## config.mk

```make
export PLATFORM = sky130hd
export DESIGN_NAME = mem_stage
export DESIGN_NICKNAME = d
export VERILOG_FILES = /design/src/rtl/mem_stage.sv
export SDC_FILE = /design/constraint.sdc
export NUM_CORES = 1
export LEC_CHECK = 0
export CAP_MARGIN = 40
export CORE_ASPECT_RATIO = 0.6
export CORE_UTILIZATION = 42
export CTS_CLUSTER_DIAMETER = 60
export CTS_CLUSTER_SIZE = 14
export DETAILED_ROUTE_END_ITERATION = 6
export GPL_ROUTABILITY_DRIVEN = 0
export HOLD_SLACK_MARGIN = 0.05
export PLACE_DENSITY = 0.84
export SYNTH_ARGS = -nofsm -noshare
export SYNTH_HDL_FRONTEND = slang
export SYNTH_SLANG_ARGS = --single-unit
```

## constraint.sdc

```tcl
create_clock -name clk -period 1.8 [get_ports clk]
set_clock_uncertainty 0.1 [all_clocks]
set_input_delay 0.27 -clock clk [delete_from_list [all_inputs] [get_ports clk]]
set_output_delay 0.27 -clock clk [all_outputs]
set_load 0.01 [all_outputs]
```

## src/rtl/mem_stage.sv

```systemverilog
// mem_stage: memory stage between execute and writeback.
// Takes the ALU result as both the address and the non-memory result.
// Loads and stores go out over a variable-latency request/done port.
// The result is registered for writeback as a one-cycle wb_valid pulse.
// Optional feature: define MEM_TIMEOUT_EN to bound the wait for mem_done
// to TIMEOUT cycles; when the wait runs out the stage moves to ERROR.
//
// Handshake (execute -> mem): an instruction transfers on a rising edge
// where ex_valid && ex_ready. ex_ready is high only in IDLE. While
// ex_ready is low, ex_valid is ignored and upstream holds its inputs.
module mem_stage #(
  parameter int TIMEOUT = 15
) (
  input  logic        clk,
  input  logic        rst,
  input  logic        ex_valid,
  input  logic [15:0] ALU_out,
  input  logic [15:0] read2Data,
  input  logic        memRead,
  input  logic        memWrite,
  input  logic        halt,
  output logic        ex_ready,
  output logic        mem_req,
  output logic        mem_wr,
  output logic [15:0] mem_addr,
  output logic [15:0] mem_wdata,
  input  logic [15:0] mem_rdata,
  input  logic        mem_done,
  output logic        wb_valid,
  output logic [15:0] wb_data,
  output logic        wb_halt,
  output logic        err
);

  typedef enum logic [1:0] {
    S_IDLE   = 2'd0,
    S_ACCESS = 2'd1,
    S_HALTED = 2'd2,
    S_ERROR  = 2'd3
  } state_t;

  state_t state;
  state_t state_nx;

  logic [15:0] cap_addr;
  logic [15:0] cap_wdata;
  logic        cap_rd;
  logic        cap_wr;
  logic        cap_halt;

  logic accept;
  logic is_mem;
  logic bad_req;
  logic to_hit;

  assign accept  = ex_valid && (state == S_IDLE);
  assign is_mem  = memRead || memWrite;
  // A request with both flags set, or with an odd word address, is never issued.
  assign bad_req = (memRead && memWrite) || ALU_out[0];

`ifdef MEM_TIMEOUT_EN
  localparam int CNT_W = (TIMEOUT < 16) ? 4 : $clog2(TIMEOUT + 1);

  logic [CNT_W-1:0] to_cnt;

  // to_hit is true on the edge where the wait reaches TIMEOUT cycles.
  assign to_hit = (to_cnt == CNT_W'(TIMEOUT - 1));

  // Wait counter: cleared on entry to ACCESS, counts ACCESS cycles without mem_done.
  always_ff @(posedge clk) begin
    if (!rst) begin
      to_cnt <= '0;
    end else if (state != S_ACCESS && state_nx == S_ACCESS) begin
      to_cnt <= '0;
    end else if (state == S_ACCESS && !mem_done) begin
      to_cnt <= to_cnt + 1'b1;
    end
  end
`else
  // Without the timeout, ACCESS waits for mem_done indefinitely.
  assign to_hit = 1'b0;
`endif

  // State register.
  always_ff @(posedge clk) begin
    if (!rst) begin
      state <= S_IDLE;
    end else begin
      state <= state_nx;
    end
  end

  // Next-state logic. A mem_done that arrives on the timeout edge wins.
  always_comb begin
    state_nx = state;
    case (state)
      S_IDLE: begin
        if (ex_valid) begin
          if (is_mem) begin
            state_nx = bad_req ? S_ERROR : S_ACCESS;
          end else if (halt) begin
            state_nx = S_HALTED;
          end
        end
      end
      S_ACCESS: begin
        if (mem_done) begin
          state_nx = S_IDLE;
        end else if (to_hit) begin
          state_nx = S_ERROR;
        end
      end
      default: state_nx = state;
    endcase
  end

  // Capture the instruction on an accepted handshake.
  always_ff @(posedge clk) begin
    if (!rst) begin
      cap_addr  <= '0;
      cap_wdata <= '0;
      cap_rd    <= 1'b0;
      cap_wr    <= 1'b0;
      cap_halt  <= 1'b0;
    end else if (accept) begin
      cap_addr  <= ALU_out;
      cap_wdata <= read2Data;
      cap_rd    <= memRead;
      cap_wr    <= memWrite;
      cap_halt  <= halt;
    end
  end

  // Writeback register: pulse wb_valid for one cycle; data and halt otherwise hold.
  always_ff @(posedge clk) begin
    if (!rst) begin
      wb_valid <= 1'b0;
      wb_data  <= '0;
      wb_halt  <= 1'b0;
    end else begin
      wb_valid <= 1'b0;
      if (accept && !is_mem) begin
        wb_valid <= 1'b1;
        wb_data  <= ALU_out;
        wb_halt  <= halt;
      end else if (state == S_ACCESS && mem_done) begin
        wb_valid <= 1'b1;
        wb_data  <= cap_rd ? mem_rdata : cap_addr;
        wb_halt  <= cap_halt;
      end
    end
  end

  assign ex_ready  = (state == S_IDLE);
  assign mem_req   = (state == S_ACCESS);
  assign mem_wr    = mem_req && cap_wr;
  assign mem_addr  = cap_addr;
  assign mem_wdata = cap_wdata;
  assign err       = (state == S_ERROR);

endmodule

```

# Word-level counts from Yosys, hierarchy flattened
# Index checks and enable logic that the tools add are counted.
# totals
regBits	55
in_bits	55
output_inout_bits	54
elab_cells	39
# op_classes
eq_ne	5
mux	13
reduce_logical	12
# op_table
operator	n
$mux 16	3
$mux 2	5
$logic_and 1x1->1	5
$mux 1	4
$pmux 2 s2	1
$reduce_and 4->1	1
$reduce_bool 2->1	2
$ne 3x2->1 const B	1
$eq 2x1->1 const B	1
$eq 2x2->1 const B	1
$logic_not 2->1	1
$logic_or 1x1->1	2
$ne 2x1->1 const B	1
$ne 2x2->1 const B	1
$logic_not 1->1	1

# Depth between registers and ports, before layout
# Gate-level depths: netlist (run 1).
# depth
ltp_word	6
depth_mapped	6
mapped_depth_nobuf	3

# Worst setup path before layout (run 1)
# OpenSTA, ideal clock, no wires.
# synth_timing
path_type	reg2reg
from	reg state[0]
to	reg wb_halt
setup_ns	0.137
arrival_ns	1.274
slack_ns	0.289
stages_incl_launch_ff	7
n_path_buf	3
path_cell_list	dfxtp_1 buf_6 or3b_1 buf_6 buf_6 o31ai_2 a31oi_1
# synth_via
elab_chain_len	4
elab_cells_between_ends	7
# synth_rtl
element	line_no	text
start: declaration	42	state_t state;
start signal: assignment	89	state <= state_nx;
$logic_not 2->1	56	assign accept = ex_valid && (state == S_IDLE);
$logic_and 1x1->1	56	
$logic_and 1x1->1	142	if (accept && !is_mem) begin
$mux 1 / $reduce_bool 2->1 (equally long branches)	--	
end signal: assignment	145	wb_halt <= halt;
end signal: assignment	149	wb_halt <= cap_halt;
end: declaration	31	output logic wb_halt,
# Parallel ways exist; a longest one is shown, timed or not.
# A chain may end at the register's enable or synchronous reset.

# Worst setup path after layout (run 1)
# layout_timing
from	in ex_valid
to	reg wb_data[11]
# layout_via
elab_chain_len	3
elab_cells_between_ends	4
# layout_rtl
element	line_no	text
start: declaration	16	input logic ex_valid,
$logic_and 1x1->1 (*)	56	
$logic_and 1x1->1 (*)	142	
$mux 16 / $reduce_bool 2->1 (equally long branches)	--	
end signal: assignment	144	wb_data <= ALU_out;
end signal: assignment	148	wb_data <= cap_rd ? mem_rdata : cap_addr;
end: declaration	30	output logic [15:0] wb_data,
# Every way passes the cells marked *; elsewhere a longest branch is shown, timed or not.

==> results of run 1 <==
-- what timing repair did --
action	in CTS	in global routing
gates resized for setup	3	1
endpoints found under the hold margin	0	0
setup endpoints to repair	2	2
buffers inserted	0	0
-- placed cells by master (no fill, tap or decap), types with 2 or more instances in the layout --
cell type,instances
clkdlybuf4s50_1,106
nand2_1,82
dfxtp_1,53
a21boi_0,39
buf_4,23
nor2_1,11
nor2b_1,8
a211oi_1,8
o32ai_1,8
mux2_2,6
a32oi_1,6
o211ai_1,6
clkbuf_8,6
a21boi_1,5
and2_1,3
mux2i_1,2
o221a_2,2
a31oi_1,2
buf_12,2
dfxtp_2,2
-- per-layer routing --
metal  vias up  part of all wire (%)  global-route usage (%)  wire (um)
met5         -                     0                       0          0
met4         0                  0.21                    5.59         15
met3         2                   7.6                    8.17        538
met2        87                    45                    38.7       3220
met1      1135                    47                    29.8       3300
li1       1195                     -                       -          -
-- sequential cells by signal (all words and copies together) (netlist names) --
| signal | count |
|---|---|
| mem_addr | 16 |
| wb_data | 16 |
| cap_rd | 1 |
| state | 2 |
| mem_wdata | 16 |
| wb_halt | 1 |
| wb_valid | 1 |
| cap_halt | 1 |
| cap_wr | 1 |
-- logic make-up after synthesis --
group	count (synthesis)	share of synthesized area [%]
AND/OR/NAND/NOR	110	19.4
AO/OA/AOI/OAI	80	26.1
flip-flops	55	45.0
buffers and inverters	25	5.62
multiplexers	8	3.58
XOR/XNOR	1	0.358
-- worst max path at each step --
stage / depth (start not counted) / endpoint
after global placement: 5 / wb_data[12]
after CTS: 2 / err
after floorplan: 6 / wb_halt
after global routing: 5 / wb_data[14]
after detailed placement: 5 / wb_data[14]
final: 5 / wb_data[11]
-- power by group --
group          total (mW)  internal (mW)  switching, mW
sequential           1.37           1.31         0.0628
clock               0.845          0.451          0.395
combinational       0.749          0.426          0.323
total                2.97           2.19          0.780
-- layout make-up --
type	count	area, sq um	area share [%]
Clock buffer	6	82.6	2.16
Clock inverter	2	35.0	0.916
Inverter	1	3.75	0.0981
Multi-Input combinational cell	199	1210	31.7
Sequential cell	55	1100	28.9
Tap cell	80	100	2.62
Timing Repair Buffer	133	1290	33.7
-- stage by stage --
stage	instance area, sq um	setup slack, ns	utilization (%)
floorplan	2450	0.289	-
global placement	3700	-0.198	66.2
detailed placement	3700	-0.262	66.2
CTS	3820	0.0230	68.3
global route	3820	-0.00212	68.3
finish	3820	0.0471	68.3
==> results.json, run 1 <==
{
  "outcome": "finished clean",
  "initial_core_util_pct": 43.8,
  "worstPathMaxFanout": 20,
  "dieWidth_um": 101,
  "min_from": "rst",
  "syn_area_per_cell_sq_um": 8.78,
  "track_usage_pct": 23.4,
  "fin_crit_sh_pct": 97.4,
  "vias": 2419,
  "endpoint_kind": "register",
  "syn_to_final_growth_pct": 56.2,
  "cap_violations": 0,
  "slew-limit-headroom_pct": 67.0,
  "htreeDepth": 2,
  "drive_above_1_share_pct": 12.9,
  "synth_area_sq_um": 2450,
  "ys_top_cells_by_area": "dfxtp_1, nand2_1, a21boi_0",
  "min_path_type": "input port to register",
  "vias_per_cell": 5.08,
  "worst_path_largest_cell_delay_ns": 0.56,
  "nNetsFinal": 450,
  "coreArea_sq_um": 5600,
  "antennaDiodeCount": 0,
  "drc_errors": 0,
  "r2r-end": "wb_data[11]",
  "p_leak_nw": 1.40,
  "cp_num_buf_inv": 2,
  "cts_buffers": 5,
  "hold_end": "mem_addr[12]",
  "rr_startpoint": "state[1]",
  "place_hpwl_um": 5230,
  "routedWlPerCell_um": 14.9,
  "die_y_um": 61.1,
  "crit_chain": "clkdlybuf4s50_1 > or3b_2 > buf_12 > o21ai_2 > o221a_2",
  "path_class": "input port to register",
  "io_buffers": 108,
  "synth_edf_count": 0,
  "grt_max_degree": 21,
  "drv_slew": 0,
  "synthFlopType": "dfxtp_1",
  "hold_buffers": 0,
  "fill_cells": 475,
  "placed_cells": 468,
  "hold_viol": 0,
  "yosysTopAreaCell": "dfxtp_1",
  "antenna_found_initial": 0,
  "die-area_sq_um": 6150,
  "fmax_mhz": 570,
  "crit_slowest_cell": "or3b_2",
  "synth_nets": 334,
  "tightest_slew_ns": 0.495,
  "firstDrtPassIters": 4,
  "synth.distinct_cells": 30,
  "power_density_nw_per_um2": 775,
  "clock_latency_ns": 0.30,
  "r2r_slack_ns": 0.16,
  "cp.arrival_ns": 1.91,
  "crit_family": "buffers and inverters",
  "pin_count": 109,
  "synth_top_area_share_pct": 45.0,
  "min_period_ns": 1.75,
  "clk_pin_slew_ns": 0.10,
  "fin_hold_ws_ns": 0.295,
  "peakVddDrop_v": 0.000438,
  "hold_path_depth": 2,
  "synth_seq_area_share_pct": 45.0,
  "wirelength_um": 7070,
  "rows": 21,
  "fin_cells": 476,
  "drtAntennaViolNets": 0,
  "cts-root-buf": "clkbuf_8",
  "worstPathRequired_ns": 1.95,
  "synth.most_common_cell": "nand2_1",
  "drt_first_iter_violations": 103,
  "async_flop_share_pct": 0,
  "tns_ns": 0,
  "grt_pass1_wl_um": 10900,
  "power_mw": 2.97,
  "clock_path_buffers": 2,
  "grt_pass1_vias": 2300,
  "crit_path_start": "ex_valid",
  "synth_warnings": 0,
  "synth_seq_cells": 55,
  "syn_inst": 279,
  "rsz0062_at_grt": "true",
  "setup_viol_count_final": 0,
  "worst_setup_path_start_kind": "input port",
  "cts_tree": "yes",
  "cts.sinks": 55,
  "synth_common_cells": "nand2_1, dfxtp_1, a21boi_0",
  "overflow": 0,
  "rr_worst_depth": 4
}
(Power assumes the default switching activity.)
==> run 2, diff against run 1 <==
CORE_UTILIZATION = 40   (was 42)
PLACE_DENSITY = 0.81   (was 0.84)
==> run 2 against run 1 <==
Against the previous run: first-iteration DRC count is 32% higher; clock power is 23% lower; setup slack better by 0.013 ns; via count is 1.7% lower; combinational power is 2.9% lower; utilization is 2.6 points lower; cell count is 0.21% lower; critical path type is now register to primary output.
==> results.json, run 2 (same netlist as run 1, synthesis figures left out) <==
{
  "crit_chain": "nor2b_2 > clkdlybuf4s50_1",
  "syn_to_final_growth_pct": 53.8,
  "die-area_sq_um": 6450,
  "p_clk_share_pct": 23.7,
  "setup_viol_count_final": 0,
  "htreeDepth": 2,
  "vias_per_cell": 5.00,
  "dieWidth_um": 103,
  "cts_tree": "yes",
  "layout_commonest_cell": "clkdlybuf4s50_1",
  "p_sw_mw": 0.751,
  "cts-root-buf": "clkbuf_8",
  "power_density_nw_per_um2": 730,
  "antenna_found_initial": 0,
  "layout_common_cells": "clkdlybuf4s50_1, nand2_1, dfxtp_1",
  "routedWlPerCell_um": 14.3,
  "path_class": "register to primary output",
  "fin_cells": 475,
  "crit_slowest_cell": "clkdlybuf4s50_1",
  "endpoint_kind": "primary output",
  "fin_crit_sh_pct": 96.6,
  "hold_path_depth": 3,
  "initial_core_util_pct": 42.7,
  "rr_worst_depth": 4,
  "p_seq_share_pct": 49.8,
  "p_sw_share_pct": 27.3,
  "clock_latency_ns": 0.30,
  "r2r-end": "wb_data[12]",
  "grt_max_degree": 31,
  "place_hpwl_um": 5040,
  "track_usage_pct": 21.7,
  "vias": 2377,
  "p_leak_nw": 1.38,
  "peakVddDrop_v": 0.000365,
  "cts_buffers": 5,
  "drc_errors": 0,
  "p_int_mw": 2.00,
  "crit_family": "buffers and inverters",
  "cts.sinks": 55,
  "path_depth": 2,
  "pin_count": 109,
  "drv_slew": 0,
  "worst_path_largest_cell_delay_ns": 0.54,
  "tightest_slew_ns": 0.477,
  "die_y_um": 62.6,
  "postPlaceCellArea_sq_um": 3680,
  "grt_pass1_vias": 2269,
  "fmax_mhz": 575,
  "worstPathMaxFanout": 5,
  "rows": 21,
  "cap_violations": 0,
  "r2r_slack_ns": 0.18,
  "min_from": "rst",
  "placed_cells": 467,
  "firstDrtPassIters": 4,
  "worstPathRequired_ns": 1.43,
  "drtAntennaViolNets": 0,
  "grt_pass1_wl_um": 10900,
  "antennaDiodeCount": 0,
  "nNetsFinal": 449,
  "coreArea_sq_um": 5730,
  "rr_startpoint": "state[1]",
  "hold_end": "state[0]",
  "outcome": "finished clean",
  "comb_power_share_pct": 26.5,
  "cp_num_buf_inv": 1,
  "drt_first_iter_violations": 136,
  "clock_path_buffers": 2,
  "clk_pin_slew_ns": 0.09,
  "worst_setup_path_start_kind": "register",
  "io_buffers": 108,
  "min_period_ns": 1.74,
  "rsz0062_at_grt": "false",
  "hold_viol": 0,
  "slew-limit-headroom_pct": 68.1,
  "cp.arrival_ns": 1.37,
  "wirelength_um": 6770,
  "design_area_sq_um": 3770,
  "drive_above_1_share_pct": 12.2,
  "overflow": 0,
  "min_path_type": "input port to register"
}
## run 2: changes by cell type in the layout (fill, tap and decap cells not counted), sizes merged
cell / delta
buf: -1
dlygate4sd2: +2
bufinv: -1
clkbuf: +1
clkdlybuf4s50: -2
## run 2: power groups by stage
stage	logic, mW	clock network (mW)	registers [mW]
after floorplan	0.299	0	1.42
after global placement	0.718	0	1.39
after detailed placement	0.732	0	1.39
after CTS	0.732	0.670	1.37
after global routing	0.792	0.733	1.38
final	0.727	0.652	1.37
## run 2: area by class of cell
class	instances	area, sq um
clock inverter	1	5.00
clock buffer	7	76.3
inverter	1	3.75
tap	80	100
timing repair buffer	132	1260
fill	506	1960
multi-input combinational	199	1210
sequential	55	1100
## run 2: worst reg2reg max path, cell delays in order (launching register included)
cell	delay (ns)
dfxtp_2	0.34
or3b_2	0.55
buf_12	0.20
o21ai_2	0.19
o221a_2	0.20
## run 2: through the flow
stage               TNS, ns  hold slack, ns  total power [mW]  util (%)  setup slack [ns]
CTS                       0           0.199              2.77      65.7            0.0545
floorplan                 0           0.315              1.72         -             0.289
detailed placement    -6.13           0.351              2.13      64.3            -0.230
global route              0           0.199              2.90      65.7            0.0139
global placement      -4.89           0.352              2.11      64.3            -0.196
finish                    0           0.208              2.75      65.7            0.0604
## run 2: how the worst max path moves through the flow
stage | startpoint | end | slack (ns)
after floorplan | state[0] | wb_halt | 0.29
after global placement | ex_valid | wb_data[12] | -0.20
after detailed placement | ex_valid | wb_data[11] | -0.23
after CTS | state[0] | mem_req | 0.05
after global routing | state[0] | mem_req | 0.01
final | state[0] | mem_req | 0.06
## run 2: per-layer routing
metal | track usage, % | wire, um
met3 | 6.94 | 624
met4 | 4.40 | 23
met2 | 33.2 | 2950
met1 | 29.9 | 3170
met5 | 0 | 0
## run 2: repair_timing
item                                    4_1_cts  5_1_grt
buffers inserted                              0        0
endpoints found under the setup margin        4        0
resized for setup                             6        0
hold buffers                                  0        0
==> run 3, diff against run 2 <==
CORE_ASPECT_RATIO = not set   (was 0.6)
PLACE_DENSITY = 0.77   (was 0.81)
==> run 3 against run 2 <==
Against the previous run: design area rose by 0.56%; wire length fell by 2.9%; die area shrank 0.16%; via count down 0.63%; global-route usage is 0.73 points lower; setup slack improved by 0.020 ns; sequential power about the same; register-to-register slack is essentially flat; maximum frequency is 1.2% higher; utilization fell by 1.8 points; largest cell class unchanged; largest power group unchanged.
==> results.json, run 3 (same netlist as run 1, synthesis figures left out) <==
{
  "outcome": "finished clean",
  "clock_latency_ns": 0.30,
  "cap_violations": 0,
  "pin_count": 109,
  "min_period_ns": 1.72,
  "fmax_mhz": 582,
  "clock_path_buffers": 2,
  "p_leak_nw": 1.39,
  "grt_pass1_wl_um": 10400,
  "die-area_sq_um": 6440,
  "wirelength_um": 6580,
  "layout_commonest_cell": "clkdlybuf4s50_1",
  "routedWlPerCell_um": 14.0,
  "vias": 2362,
  "cts-root-buf": "clkbuf_8",
  "io_buffers": 108,
  "cts.sinks": 55,
  "cts_tree": "yes",
  "nNetsFinal": 449,
  "path_class": "register to primary output",
  "drc_errors": 0,
  "dieWidth_um": 80.2,
  "hold_buffers": 0,
  "setup_viol_count_final": 0,
  "placed_cells": 462,
  "fin_crit_sh_pct": 95.5,
  "min_path_type": "input port to register",
  "antenna_found_initial": 0,
  "rsz0062_at_grt": "false",
  "overflow": 0,
  "slew-limit-headroom_pct": 74.1,
  "grt_max_degree": 28,
  "tns_ns": 0,
  "fin_cells": 470,
  "htreeDepth": 2,
  "utilization_pct": 64.0,
  "drv_slew": 0,
  "firstDrtPassIters": 4,
  "worst_setup_path_start_kind": "register",
  "initial_core_util_pct": 41.4,
  "endpoint_kind": "primary output",
  "die_y_um": 80.2,
  "drive_above_1_share_pct": 11.9,
  "layout_common_cells": "clkdlybuf4s50_1, nand2_1, dfxtp_1",
  "track_usage_pct": 21.0,
  "peakVddDrop_v": 0.000426,
  "place_hpwl_um": 4760,
  "power_density_nw_per_um2": 747,
  "coreArea_sq_um": 5920,
  "worstPathMaxFanout": 3,
  "vias_per_cell": 5.03,
  "grt_pass1_vias": 2153,
  "cp.arrival_ns": 1.35,
  "tightest_slew_ns": 0.389,
  "antennaDiodeCount": 0,
  "cts_buffers": 5,
  "power_mw": 2.83,
  "drt_first_iter_violations": 108,
  "fill_cells": 516,
  "syn_to_final_growth_pct": 54.7,
  "worstPathRequired_ns": 1.43,
  "clk_pin_slew_ns": 0.09,
  "rows": 28,
  "hold_viol": 0,
  "drtAntennaViolNets": 0
}
run 3: cell types whose count changed in the layout (fill, tap and decap cells not counted):
cell,change
dfxtp_1,+1
clkbuf_1,-1
nor2b_2,-1
nor2b_1,+1
dfxtp_2,-1
clkinv_2,-1
buf_4,-1
clkbuf_8,+2
buf_12,+1
run 3: area by class of cell:
cell class	instances	area, sq um	area share, %
Sequential cell	55	1100	29.1
Clock buffer	8	100	2.64
Multi-Input combinational cell	199	1210	31.9
Timing Repair Buffer	132	1280	33.7
Tap cell	75	93.8	2.48
Inverter	1	3.75	0.0991
run 3: metal layers:
layer	share of wire [%]	up-vias	track usage, %	wire, um
met5	0	-	0	0
met4	0.93	0	6.79	61
met3	7.6	5	6.14	497
met2	47	86	35.4	3090
met1	44	1079	25.5	2930
li1	-	1192	-	-
run 3: path summary, 6_finish.rpt:
| check | startpoint | end | slack [ns] | depth (start not counted) |
|---|---|---|---|---|
| worst max-delay path | state[0] | mem_req | 0.08 | 2 |
| worst min-delay path | rst | state[0] | 0.27 | 3 |
| worst max register to register | state[1] | wb_data[12] | 0.19 | 4 |
| worst min register to register | cap_wr | cap_wr | 0.36 | 2 |
run 3: metrics by stage:
stage | hold WS [ns] | instance area [sq um] | worst slack (ns)
2_1_floorplan | 0.315 | 2450 | 0.289
5_1_grt | 0.282 | 3790 | 0.0220
3_3_place_gp | 0.350 | 3690 | -0.174
6_report | 0.269 | 3790 | 0.0808
3_5_place_dp | 0.355 | 3690 | -0.200
4_1_cts | 0.256 | 3790 | 0.0645
run 3: power breakdown:
part           internal (mW)  switching [mW]
Combinational          0.418           0.319
Sequential              1.31          0.0531
Clock                  0.352           0.379
run 3: what timing repair did:
item,CTS,global route
resized for setup,4,0
buffers inserted,0,0
setup endpoints to repair,3,0
run 3: worst max-delay path: stages, from the launching register on:
cell and delay (ns):
dfxtp_2 0.35, nor2b_1 0.15, clkdlybuf4s50_1 0.55
